--- config.mk ---
export PLATFORM = sky130hd
export DESIGN_NAME = ula_port
export DESIGN_NICKNAME = d
export VERILOG_FILES = /design/src/rtl/ula_pkg.sv /design/src/rtl/tape_filter.sv /design/src/rtl/ula_port.sv
export SDC_FILE = /design/constraint.sdc
export NUM_CORES = 1
export LEC_CHECK = 0
export CAP_MARGIN = 10
export CORE_ASPECT_RATIO = 1.2
export CORE_MARGIN = 1.5
export CORE_UTILIZATION = 30
export CTS_BUF_LIST = sky130_fd_sc_hd__clkbuf_2 sky130_fd_sc_hd__clkbuf_4 sky130_fd_sc_hd__clkbuf_8
export DETAILED_ROUTE_END_ITERATION = 12
export PLACE_DENSITY = 0.57
export REMOVE_ABC_BUFFERS = 1
export SLEW_MARGIN = 5
export SYNTH_ARGS = -nofsm -noshare
export SYNTH_HDL_FRONTEND = slang
export SYNTH_HIERARCHICAL = 1
export SYNTH_SLANG_ARGS = --single-unit
--- constraint.sdc ---
create_clock -name clk -period 2.3 [get_ports clk]
set_input_delay 0.345 -clock clk [delete_from_list [all_inputs] [get_ports clk]]
set_output_delay 0.345 -clock clk [all_outputs]
set_load 0.05 [all_outputs]
--- src/rtl/ula_pkg.sv ---
// Shared constants and types for the ULA port-0xFE block: 48K frame timing,
// port byte bit positions and keyboard matrix geometry.
package ula_pkg;

  localparam int FRAME_LEN_48K = 69888;
  localparam int INT_LEN_48K   = 32;

  localparam int BORDER_LSB  = 0;
  localparam int MIC_BIT     = 3;
  localparam int EAR_BIT     = 4;
  localparam int TAPE_RD_BIT = 6;

  localparam int KEY_ROWS = 8;
  localparam int KEY_COLS = 5;

  typedef logic [KEY_COLS-1:0]          key_cols_t;
  typedef logic [KEY_ROWS*KEY_COLS-1:0] key_matrix_t;

endpackage

--- src/rtl/tape_filter.sv ---
// Tape input conditioning: two-flop synchroniser followed by a stability
// counter, so the output only follows levels held for TAPE_FILT cycles.
module tape_filter #(
  parameter int TAPE_FILT = 4
) (
  input  logic clk,
  input  logic reset,
  input  logic din,
  output logic dout
);

  localparam int CW = (TAPE_FILT < 2) ? 1 : $clog2(TAPE_FILT + 1);
  localparam logic [CW-1:0] CNT_LAST = CW'(TAPE_FILT - 1);

  logic          sync1_reg;
  logic          sync2_reg;
  logic          level_reg;
  logic [CW-1:0] count_reg;

  always_ff @(posedge clk) begin
    if (reset) begin
      sync1_reg <= 1'b0;
      sync2_reg <= 1'b0;
      level_reg <= 1'b0;
      count_reg <= '0;
    end else begin
      sync1_reg <= din;
      sync2_reg <= sync1_reg;
      // A disagreeing sample extends the run; the last one in the run flips the level.
      if (sync2_reg != level_reg) begin
        if (count_reg == CNT_LAST) begin
          level_reg <= ~level_reg;
          count_reg <= '0;
        end else begin
          count_reg <= count_reg + 1'b1;
        end
      end else begin
        count_reg <= '0;
      end
    end
  end

  assign dout = level_reg;

endmodule

--- src/rtl/ula_port.sv ---
// Port-0xFE logic: border/EAR/MIC write decode, keyboard and tape read-back,
// saturating beeper PCM mix and the frame interrupt timer.
module ula_port
  import ula_pkg::*;
#(
  parameter int PCM_W     = 16,
  parameter int EAR_AMP   = 16384,
  parameter int MIC_AMP   = 8192,
  parameter int TAPE_AMP  = 4096,
  parameter int TAPE_FILT = 4,
  parameter int FRAME_LEN = FRAME_LEN_48K,
  parameter int INT_LEN   = INT_LEN_48K
) (
  input  logic                    clk,
  input  logic                    reset,
  input  logic [15:0]             A,
  input  logic [7:0]              D,
  input  logic                    io_we,
  output logic [7:0]              ula_data,
  input  logic [39:0]             key_matrix,
  input  logic                    tape_in,
  input  logic                    tape_mon,
  output logic [2:0]              border,
  output logic signed [PCM_W-1:0] pcm_out,
  output logic                    nintr,
  output logic [16:0]             frame_pos
);

  localparam int SW = PCM_W + 2;
  localparam logic [SW-1:0] EAR_C   = SW'(EAR_AMP);
  localparam logic [SW-1:0] MIC_C   = SW'(MIC_AMP);
  localparam logic [SW-1:0] TAPE_C  = SW'(TAPE_AMP);
  localparam logic [SW-1:0] PCM_MAX = SW'((1 << (PCM_W - 1)) - 1);
  localparam logic [16:0] FRAME_LAST = 17'(FRAME_LEN - 1);
  localparam logic [16:0] INT_C      = 17'(INT_LEN);

  logic [2:0]       border_reg;
  logic             ear_reg;
  logic             mic_reg;
  key_matrix_t      krow_reg;
  logic [PCM_W-1:0] pcm_reg;
  logic [16:0]      cnt_reg;
  logic [16:0]      cnt_next;
  logic             nintr_reg;
  logic             tape_f;
  logic             wr_en;
  logic [SW-1:0]    mix_sum;
  logic [PCM_W-1:0] pcm_next;
  key_cols_t        row_sel [KEY_ROWS];
  key_cols_t        cols;
  logic             unused_bits;

  assign unused_bits = &{1'b0, A[7:1], D[7:5]};

  tape_filter #(
    .TAPE_FILT(TAPE_FILT)
  ) u_tape_filter (
    .clk  (clk),
    .reset(reset),
    .din  (tape_in),
    .dout (tape_f)
  );

  assign wr_en = io_we & ~A[0];

  always_ff @(posedge clk) begin
    if (reset) begin
      border_reg <= '0;
      ear_reg    <= 1'b0;
      mic_reg    <= 1'b0;
      krow_reg   <= '1;
    end else begin
      krow_reg <= key_matrix;
      if (wr_en) begin
        border_reg <= D[BORDER_LSB +: 3];
        mic_reg    <= D[MIC_BIT];
        ear_reg    <= D[EAR_BIT];
      end
    end
  end

  // A deselected half-row contributes all ones, so no selection reads as 5'h1F.
  for (genvar gi = 0; gi < KEY_ROWS; gi++) begin : g_row
    assign row_sel[gi] = A[8+gi] ? '1 : krow_reg[gi*KEY_COLS +: KEY_COLS];
  end

  always_comb begin
    cols = '1;
    for (int r = 0; r < KEY_ROWS; r++) begin
      cols = cols & row_sel[r];
    end
  end

  always_comb begin
    ula_data = 8'hFF;
    if (!A[0]) begin
      ula_data[TAPE_RD_BIT]    = tape_f;
      ula_data[KEY_COLS-1:0]   = cols;
    end
  end

  // All sources are non-negative, so only the upper clamp is ever needed.
  always_comb begin
    mix_sum = (ear_reg ? EAR_C : '0)
            + (mic_reg ? MIC_C : '0)
            + ((tape_f & tape_mon) ? TAPE_C : '0);
    pcm_next = (mix_sum > PCM_MAX) ? PCM_MAX[PCM_W-1:0] : mix_sum[PCM_W-1:0];
  end

  always_ff @(posedge clk) begin
    if (reset) begin
      pcm_reg <= '0;
    end else begin
      pcm_reg <= pcm_next;
    end
  end

  assign cnt_next = (cnt_reg == FRAME_LAST) ? 17'd0 : cnt_reg + 17'd1;

  // Reset parks the counter on the last T-state so release starts a fresh frame.
  always_ff @(posedge clk) begin
    if (reset) begin
      cnt_reg   <= FRAME_LAST;
      nintr_reg <= 1'b1;
    end else begin
      cnt_reg   <= cnt_next;
      nintr_reg <= ~(cnt_next < INT_C);
    end
  end

  assign border    = border_reg;
  assign pcm_out   = pcm_reg;
  assign nintr     = nintr_reg;
  assign frame_pos = cnt_reg;

endmodule

==> run summary, run 1 <==
In the routed layout, each cell is associated on average with a via count of about 4.5. The pre-CTS setup slack is 0.1783 ns. roughly 110 I/O pins were placed. The cell family contributing the most delay on the critical path is buffers and inverters.

The actual slew at the worst max-slew pin came out at ~0.56 ns. The DRC violations left is 0. The count of endpoints failing hold in the final timing report is 0. The number of clock sinks came out at 72. The number of clock buffers inserted by TritonCTS is 9. STA classifies the critical path endpoint as a primary output. In this run the deepest clock path goes through 2 buffers. The flip-flop count of the largest register after layout is 40. The post-detailed-placement half-perimeter wirelength is between 5000 and 6000 µm. The overall power came out at 4.125 mW. The clock-pin slew on the worst setup and hold paths is around 0.080 ns.

The number of antenna violations at the first check in global routing came out at 0. The clock network latency to the later pin of the worst-skew pair came out at approximately 0.35 ns. The placement row count is 39. The slowest stage of the critical path belongs to the cell clkdlybuf4s50_1. The tree is rooted in a clkbuf_8. The post-synthesis instance area came out at approximately 2900 µm². The flow ran to the end, and the final reports show no timing, DRC or antenna violations. The via count of the routed design is between 2000 and 2500.

The post-route antenna net violation count is 0. The category of the most critical setup path is reg2out. The H-tree generated during clock tree synthesis spans 3 levels. The number of max-cap violations came out at 0.

The portion of synthesized cell area occupied by the leading cell type is 49.23%. The number of cells upsized or downsized after cts came out at 0. The cell depth of the worst flop-to-flop path is 6. The remaining global-route overflow came out at 0. The floorplan die width came out at between 90 and 100 µm. The repair_antennas step left the layout with diodes totalling 0. Measured against its own limit, the worst slew margin works out to around 62%.

The average footprint of a synthesized cell came out at ~10 µm². The sequential cell area fraction in the yosys report is just under 50%. Counting both buffers and inverters, the worst setup path holds a total of 1. The min-delay analysis places its worst path in the category in2reg. The cell area power density is 988.3 nW/µm². The category of the worst setup path launch point is a flop. In the final routed layout, each cell accounts on average for about 14 µm. The total of warnings raised by yosys is 6. The total length of routed wires is ~7200 µm.

The delay of the slowest cell on the worst path is ~0.88 ns. The number of distinct library cell variants in the gate-level netlist after synthesis is 48. The count of hold buffers inserted by post-cts repair came out at 0. In the final layout, the share of cells above drive strength 1 is roughly a quarter. Compared with the post-synthesis result, the final layout area differs by 42.56%.

The number of global-route vias before repair is 2321. By area the synthesized netlist is led by dfxtp_1 (49%), or2_2 (8.8%), o22ai_1 (4.3%). The portion of the clock cycle consumed by the worst path in the final layout came out at 92.58%. The required time at the worst-slack endpoint is 1.96 ns.

The total die area is about 10000 µm². The worst path setup slack after routing came out at around 0.17 ns. The signal on the critical path passes through clkdlybuf4s50_1.

The chip height is about 110 µm. The clock tree from TritonCTS is done. The maximum clock frequency came out at around 470 MHz. The final layout net count came out at 451. Setup repair after global routing left no endpoint under its margin. The floorplan core area is 9515 µm². The register bit count reported by yosys is between 70 and 80. After technology mapping, the gate count stands at between 200 and 300. IR analysis of the VDD net gives a maximum drop of just over 0.0007 V. The final clock skew came out at approximately 0.0045 ns.

The number of flops mapped to enable cells by yosys came out at 0. The number of cells on the critical path came out at 1. The maximum number of pins on one net before global-route repair is 38. The cell taking the most area after synthesis is dfxtp_1.

The dominant register cell in the synthesized netlist is dfxtp_1. The count of placed standard cells including taps came out at roughly 500. The detailed-router iteration count before antenna repair came out at 4. The post-route non-filler standard cell count is 507. The detailed router finished its first iteration with 48 violations. The first global-routing pass estimated 11440 µm of wire.

The highest net fanout along the worst path is 12. The count of cells along the worst hold path is 2. Global routing used 14.46% of the available tracks across all layers. The weighted congestion at the end of routability-driven global placement is 0.8076. For this configuration, the core starts out at a cell density of between 30% and 40%. Buffers placed on the I/O ports in this run total 88. The max-slew violation count came out at 0. The buffer count from post-CTS setup fixing came out at 0.

The leakage power summed over all cells came out at between 1.5 and 2 nW. The setup violation total in the final timing report came out at 0. The final period demand of the worst path is roughly 2.1 ns. The async set-or-reset flop fraction in the synthesized netlist came out at 0%.

The critical path data arrival time is between 1.5 and 2 ns.
==> where the power goes <==
part	total, mW	switching, mW	internal [mW]
Combinational	1.39	0.826	0.567
Clock	1.21	0.491	0.722
Sequential	1.52	0.150	1.37
==> stage by stage <==
step | utilization (%) | hold WS [ns] | instance area, µm² | TNS, ns
floorplan | - | 0.4037 | 2793 | -0.8106
CTS | 43.87 | 0.3645 | 4174 | 0
detailed placement | 41.30 | 0.4253 | 3930 | 0
finish | 43.87 | 0.3710 | 4174 | 0
global route | 43.87 | 0.3797 | 4174 | 0
global placement | 41.30 | 0.4169 | 3930 | 0
==> cells by family (layout without fill, tap and decap cells) <==
kind of cell	count (synthesis)	after routing	synth area share, %
flops	72	72	49.23
compound gates	46	46	10.98
other cells	2	15	0.2565
mux	7	7	2.393
simple gates	111	111	24.87
fa+ha+maj	3	3	1.282
xor+xnor	14	14	4.188
buf+inv	30	116	6.795
==> layout by cell type, fill, tap and decap left out, drive strengths merged, types with 7 or more instances in the layout <==
| cell type | count |
|---|---|
| or2 | 41 |
| clkbuf | 9 |
| nand2 | 8 |
| dfxtp | 72 |
| buf | 15 |
| nor2 | 17 |
| conb | 15 |
| xnor2 | 8 |
| o22ai | 20 |
| mux2i | 7 |
| nor3 | 7 |
| clkdlybuf4s50 | 81 |
==> worst paths after layout <==
check / slack (ns) / start / endpoint
hold / removal: 0.37 / reset / border[1]$_SDFFE_PP0P_
hold reg to reg: 0.43 / u_tape_filter/count_reg[0]$_SDFF_PP0_ / u_tape_filter/count_reg[0]$_SDFF_PP0_
setup / recovery: 0.17 / frame_pos[8]$_SDFF_PP0_ / frame_pos[8]
setup reg to reg: 0.40 / frame_pos[0]$_SDFF_PP1_ / nintr$_SDFF_PP1_
==> layout make-up <==
type / count / area (µm²)
Multi-Input combinational cell: 196 / 1336
Timing Repair Buffer: 96 / 983.4
Inverter: 4 / 15.01
Clock inverter: 7 / 120.1
Tap cell: 123 / 153.9
Sequential cell: 72 / 1441
Clock buffer: 9 / 123.9
Fill cell: 933 / 5341
==> cell usage after synthesis (2+ instances only) <==
cell      number
xor2_1         6
nand3_1        4
a31oi_1        3
and2_1         3
nand2_1        7
nor3_1         7
mux2i_1        7
conb_1         2
nor4_4         2
nor4b_2        2
dfxtp_1       72
a21o_1         4
inv_1          4
o21ai_0        3
buf_6          4
o22ai_1       20
a21oi_1        4
nor2b_1        5
nor4_1         2
buf_4         15
xnor2_1        8
nand2b_1       2
clkbuf_1       7
ha_1           3
or2_2         41
and4_1         2
and3_1         2
nor2_1        16
o41ai_1        5
o21bai_1       4
or3_2          2
==> metal layers <==
layer | track usage [%] | share of wire (%)
met2 | 22.00 | 44
met3 | 3.909 | 6.8
met4 | 7.576 | 2.0
met1 | 18.51 | 47
met5 | 0 | 0
(Power assumes the default switching activity.)
==> run 2: changes to the inputs <==
--- a/config.mk
+++ b/config.mk
@@ -18,3 +18,2 @@
 export SYNTH_HDL_FRONTEND = slang
-export SYNTH_HIERARCHICAL = 1
 export SYNTH_SLANG_ARGS = --single-unit
==> constraint.sdc (replaced) <==
create_clock -name clk -period 2.3 [get_ports clk]
set_input_delay 0.46 -clock clk [delete_from_list [all_inputs] [get_ports clk]]
set_output_delay 0.46 -clock clk [all_outputs]
set_load 0.05 [all_outputs]
==> run 2 against run 1 <==
  * Clock power is 9.9% lower
  * Clock skew is 0.00093 ns lower
  * Cell area is 2.5% lower
  * First-iteration DRC count is 15% lower
  * Area after synthesis is 5.3% lower
  * Register-to-register slack worse by 0.04 ns
  * Worst hold slack better by 0.048 ns
  * Sequential share of layout area is 0.87 points higher
  * Critical path type unchanged
  * Critical endpoint is now frame_pos[14]
==> run summary, run 2 <==
The run finished with clean final reports. The number of antenna violations at the first check in global routing is 0. 0 antenna diodes ended up in the layout.

The via density per instance came out at about 4.4. dfxtp_1 is the most common cell in the netlist. The endpoint of the worst setup timing path is frame_pos[14]. The global-route wire length before repair is between 10000 and 15000 µm. The pre-antenna-repair detailed-routing pass consisted of 4 iterations. The actual slew at the worst max-slew pin came out at roughly 0.58 ns. TritonCTS built the clock tree. The number of clock sinks came out at a little over 70.

After the flow finishes, the layout carries non-filler instances totaling 502. The slowest stage of the critical path belongs to the cell clkdlybuf4s50_1. The clock network latency to the later pin of the worst-skew pair came out at about 0.33 ns. The floorplan core area came out at 9034 µm². The remaining global-route overflow is 0. The internal portion of the total power is approximately 2.5 mW. The total global-route track usage came out at 13.85%. The final layout contains between 400 and 500 nets. Grouping stages by cell kind, the critical path spends the most delay in buffers and inverters.

The delay of the slowest cell on the worst path is about 0.87 ns. The total area of sequential cells came out at between 1000 and 1500 µm². During I/O placement, the number of pins put on the boundary was 114. The count of endpoints failing hold in the final timing report came out at 0.

The number of global-route vias before repair is approximately 2200. The routed design has roughly 6600 µm of wire. The category of the worst setup path launch point is a flop. The critical path starts at frame_pos[14]$_SDFF_PP0_. The routed length per instance came out at ~13 µm. The buffer count from post-CTS setup fixing came out at 0.

Yosys mapped the design onto 37 distinct sky130hd cell types. In the synthesized netlist, the cells that appear most often are dfxtp_1 (72), or2_2 (41), nor2_1 (21). The dominant register cell in the synthesized netlist is dfxtp_1. The number of inserted filler cells in the final layout came out at 914. The portion of the clock cycle consumed by the worst path in the final layout is a little over nine tenths. The setup violation total in the final timing report is 0. Walking the worst path, the cells encountered are clkdlybuf4s50_1. In this run the critical register-to-register path is captured at nintr$_SDFF_PP1_. The number of cells on the critical path is 1. Data arrives at the worst endpoint at about 1.7 ns. The cell area power density is slightly above 900 nW/µm². The maximum number of pins on one net before global-route repair came out at 38. The sequential share of power is between 30% and 40%.

The worst register-to-register path begins at frame_pos[0]$_SDFF_PP1_. In the final timing run, aggregate negative setup slack is 0 ns. The leakage power summed over all cells came out at roughly 1.6 nW. The min-delay analysis places its worst path in the category reg2reg.

In the final layout, the share of cells above drive strength 1 is ~22%. The fraction of power consumed by combinational cells came out at ~31%. The via count of the routed design came out at around 2200. The weighted congestion at the end of routability-driven global placement came out at between 0.8 and 0.9. After clock tree synthesis, the clock-pin slew on the worst setup and hold paths is roughly 0.08 ns. The max-slew violation count was 0. The number of buffers and inverters on the critical path came out at 1. A synthesized cell averages around 10 µm². Headroom to the max-slew limit came out at 61.29%.

The highest net fanout along the worst path is 8. The total of warnings raised by yosys is 0. The overall power is ~3.8 mW.

The H-tree generated during clock tree synthesis spans 3 levels. The cell sitting at the root of the clock tree is a clkbuf_8. Based on the critical path, the design can be clocked at up to ~460 MHz.

The sequential cell area fraction in the yosys report is ~52%. STA classifies the critical path endpoint as a primary output. The final clock skew came out at ~0.0036 ns. The number of clock buffers inserted by TritonCTS came out at 9.

The async set-or-reset flop fraction in the synthesized netlist is 0%. The biggest area contributor in the post-synthesis netlist is dfxtp_1. Setup repair after global routing left no endpoint under its margin.

The placement row count came out at 38. The proportion of total power due to net switching is roughly a third. The detailed router finished its first iteration with 41 violations. The mapped netlist covers approximately 2800 µm².

Of the total power, the clock network draws just under 30%. The area growth from synthesis to layout came out at 46.91%. The quantity of I/O buffers inserted on ports came out at between 80 and 90.

The count of placed standard cells including taps came out at between 400 and 500. Ranked by total cell area, the synthesized netlist is headed by dfxtp_1 (52%), or2_2 (9.3%), o22ai_1 (4.5%). The initial core utilization came out at between 30% and 40%. The synthesized instance count is around 280. The required time at the worst-slack endpoint came out at ~1.8 ns.

The register bit count reported by yosys came out at 72. The DRC violations left is 0. The post-detailed-placement half-perimeter wirelength came out at around 5000 µm.

The chip height came out at about 110 µm. The floorplan die width came out at 90.74 µm. The net switching component of the power came out at between 1 and 1.5 mW. The floorplan step defined a die boundary enclosing approximately 10000 µm². The final period demand of the worst path came out at roughly 2.2 ns.

The post-route antenna net violation count is 0. The critical path is of the reg2out type. Counting along the longest clock path gives a buffer depth of 2. The portion of synthesized cell area occupied by the leading cell type is between 50% and 60%. The flip-flop count of the largest register after layout is 40.

The cell depth of the worst flop-to-flop path is 6. Final hold analysis gives a worst-case slack of 0.4192 ns. IR analysis of the VDD net gives a maximum drop of roughly 0.00067 V. The top cell types in the final layout, fill and taps aside, are dfxtp_1 (72), clkdlybuf4s50_1 (72), or2_2 (41). In the final layout, the multi-input gates occupy roughly 1200 µm². The number of flops mapped to enable cells by yosys came out at 0. The register-to-register setup slack came out at about 0.36 ns.

The number of max-cap violations is 0.
## run 2: how the worst min path moves through the flow
stage	start	to	slack (ns)	cells after the start
6_report	u_tape_filter.count_reg[0]$_SDFF_PP0_	u_tape_filter.count_reg[0]$_SDFF_PP0_	0.42	1
3_3_place_gp	u_tape_filter.count_reg[0]$_SDFF_PP0_	u_tape_filter.count_reg[0]$_SDFF_PP0_	0.41	1
5_1_grt	u_tape_filter.sync1_reg$_SDFF_PP0_	u_tape_filter.sync2_reg$_SDFF_PP0_	0.46	1
2_1_floorplan	u_tape_filter.count_reg[0]$_SDFF_PP0_	u_tape_filter.count_reg[0]$_SDFF_PP0_	0.40	1
3_5_place_dp	u_tape_filter.count_reg[0]$_SDFF_PP0_	u_tape_filter.count_reg[0]$_SDFF_PP0_	0.41	1
4_1_cts	u_tape_filter.count_reg[0]$_SDFF_PP0_	u_tape_filter.count_reg[0]$_SDFF_PP0_	0.43	1
## run 2: what timing repair did
| item | CTS | global route |
|---|---|---|
| resized for setup | 8 | 2 |
| endpoints found under the setup margin | 5 | 5 |
| pin swaps | 1 | 0 |
| hold buffers | 0 | 0 |
## run 2: final cells by class
class | count | share of cell area, %
clock buffers | 9 | 3.042
clock inverters | 7 | 2.336
inverters | 6 | 0.5532
multi-input cells | 186 | 29.81
flip-flops and latches | 72 | 35.40
well taps | 120 | 3.688
repair buffers | 102 | 25.17
## run 2: cell families (layout without fill, tap and decap cells)
kind of cell    after synthesis  in the layout  synth area share [%]
buf+inv                      31            124                 6.230
other cells                   2             15                0.2710
fa+ha+maj                     3              3                 1.355
mux                           7              7                 2.528
flops                        72             72                 52.01
simple gates                102            102                 21.54
xor+xnor                     19             19                 6.005
compound gates               40             40                 10.07
## run 2: power groups by stage
stage / Combinational [mW] / Clock (mW) / Sequential [mW]
floorplan: 0.526 / 0 / 1.79
CTS: 1.19 / 1.13 / 1.50
finish: 1.18 / 1.09 / 1.50
global placement: 1.18 / 0 / 1.53
global route: 1.27 / 1.19 / 1.52
detailed placement: 1.19 / 0 / 1.52
## run 2: layer usage
metal | vias to the layer above | global-route usage [%] | routed length (µm)
li1 | 1117 | - | -
met1 | 1008 | 15.60 | 2816
met2 | 69 | 23.74 | 3239
met3 | 5 | 5.977 | 468
met4 | 0 | 4.082 | 50
met5 | - | 0 | 0
## run 2: per-stage QoR
| stage | area (µm²) | utilization [%] | worst slack, ns |
|---|---|---|---|
| 6_report | 4071 | 45.07 | 0.1072 |
| 5_1_grt | 4071 | 45.07 | 0.003425 |
| 4_1_cts | 4066 | 45.01 | 0.001026 |
| 3_5_place_dp | 3849 | 42.60 | -0.07067 |
| 3_3_place_gp | 3849 | 42.60 | -0.06149 |
| 2_1_floorplan | 2670 | - | -0.3922 |
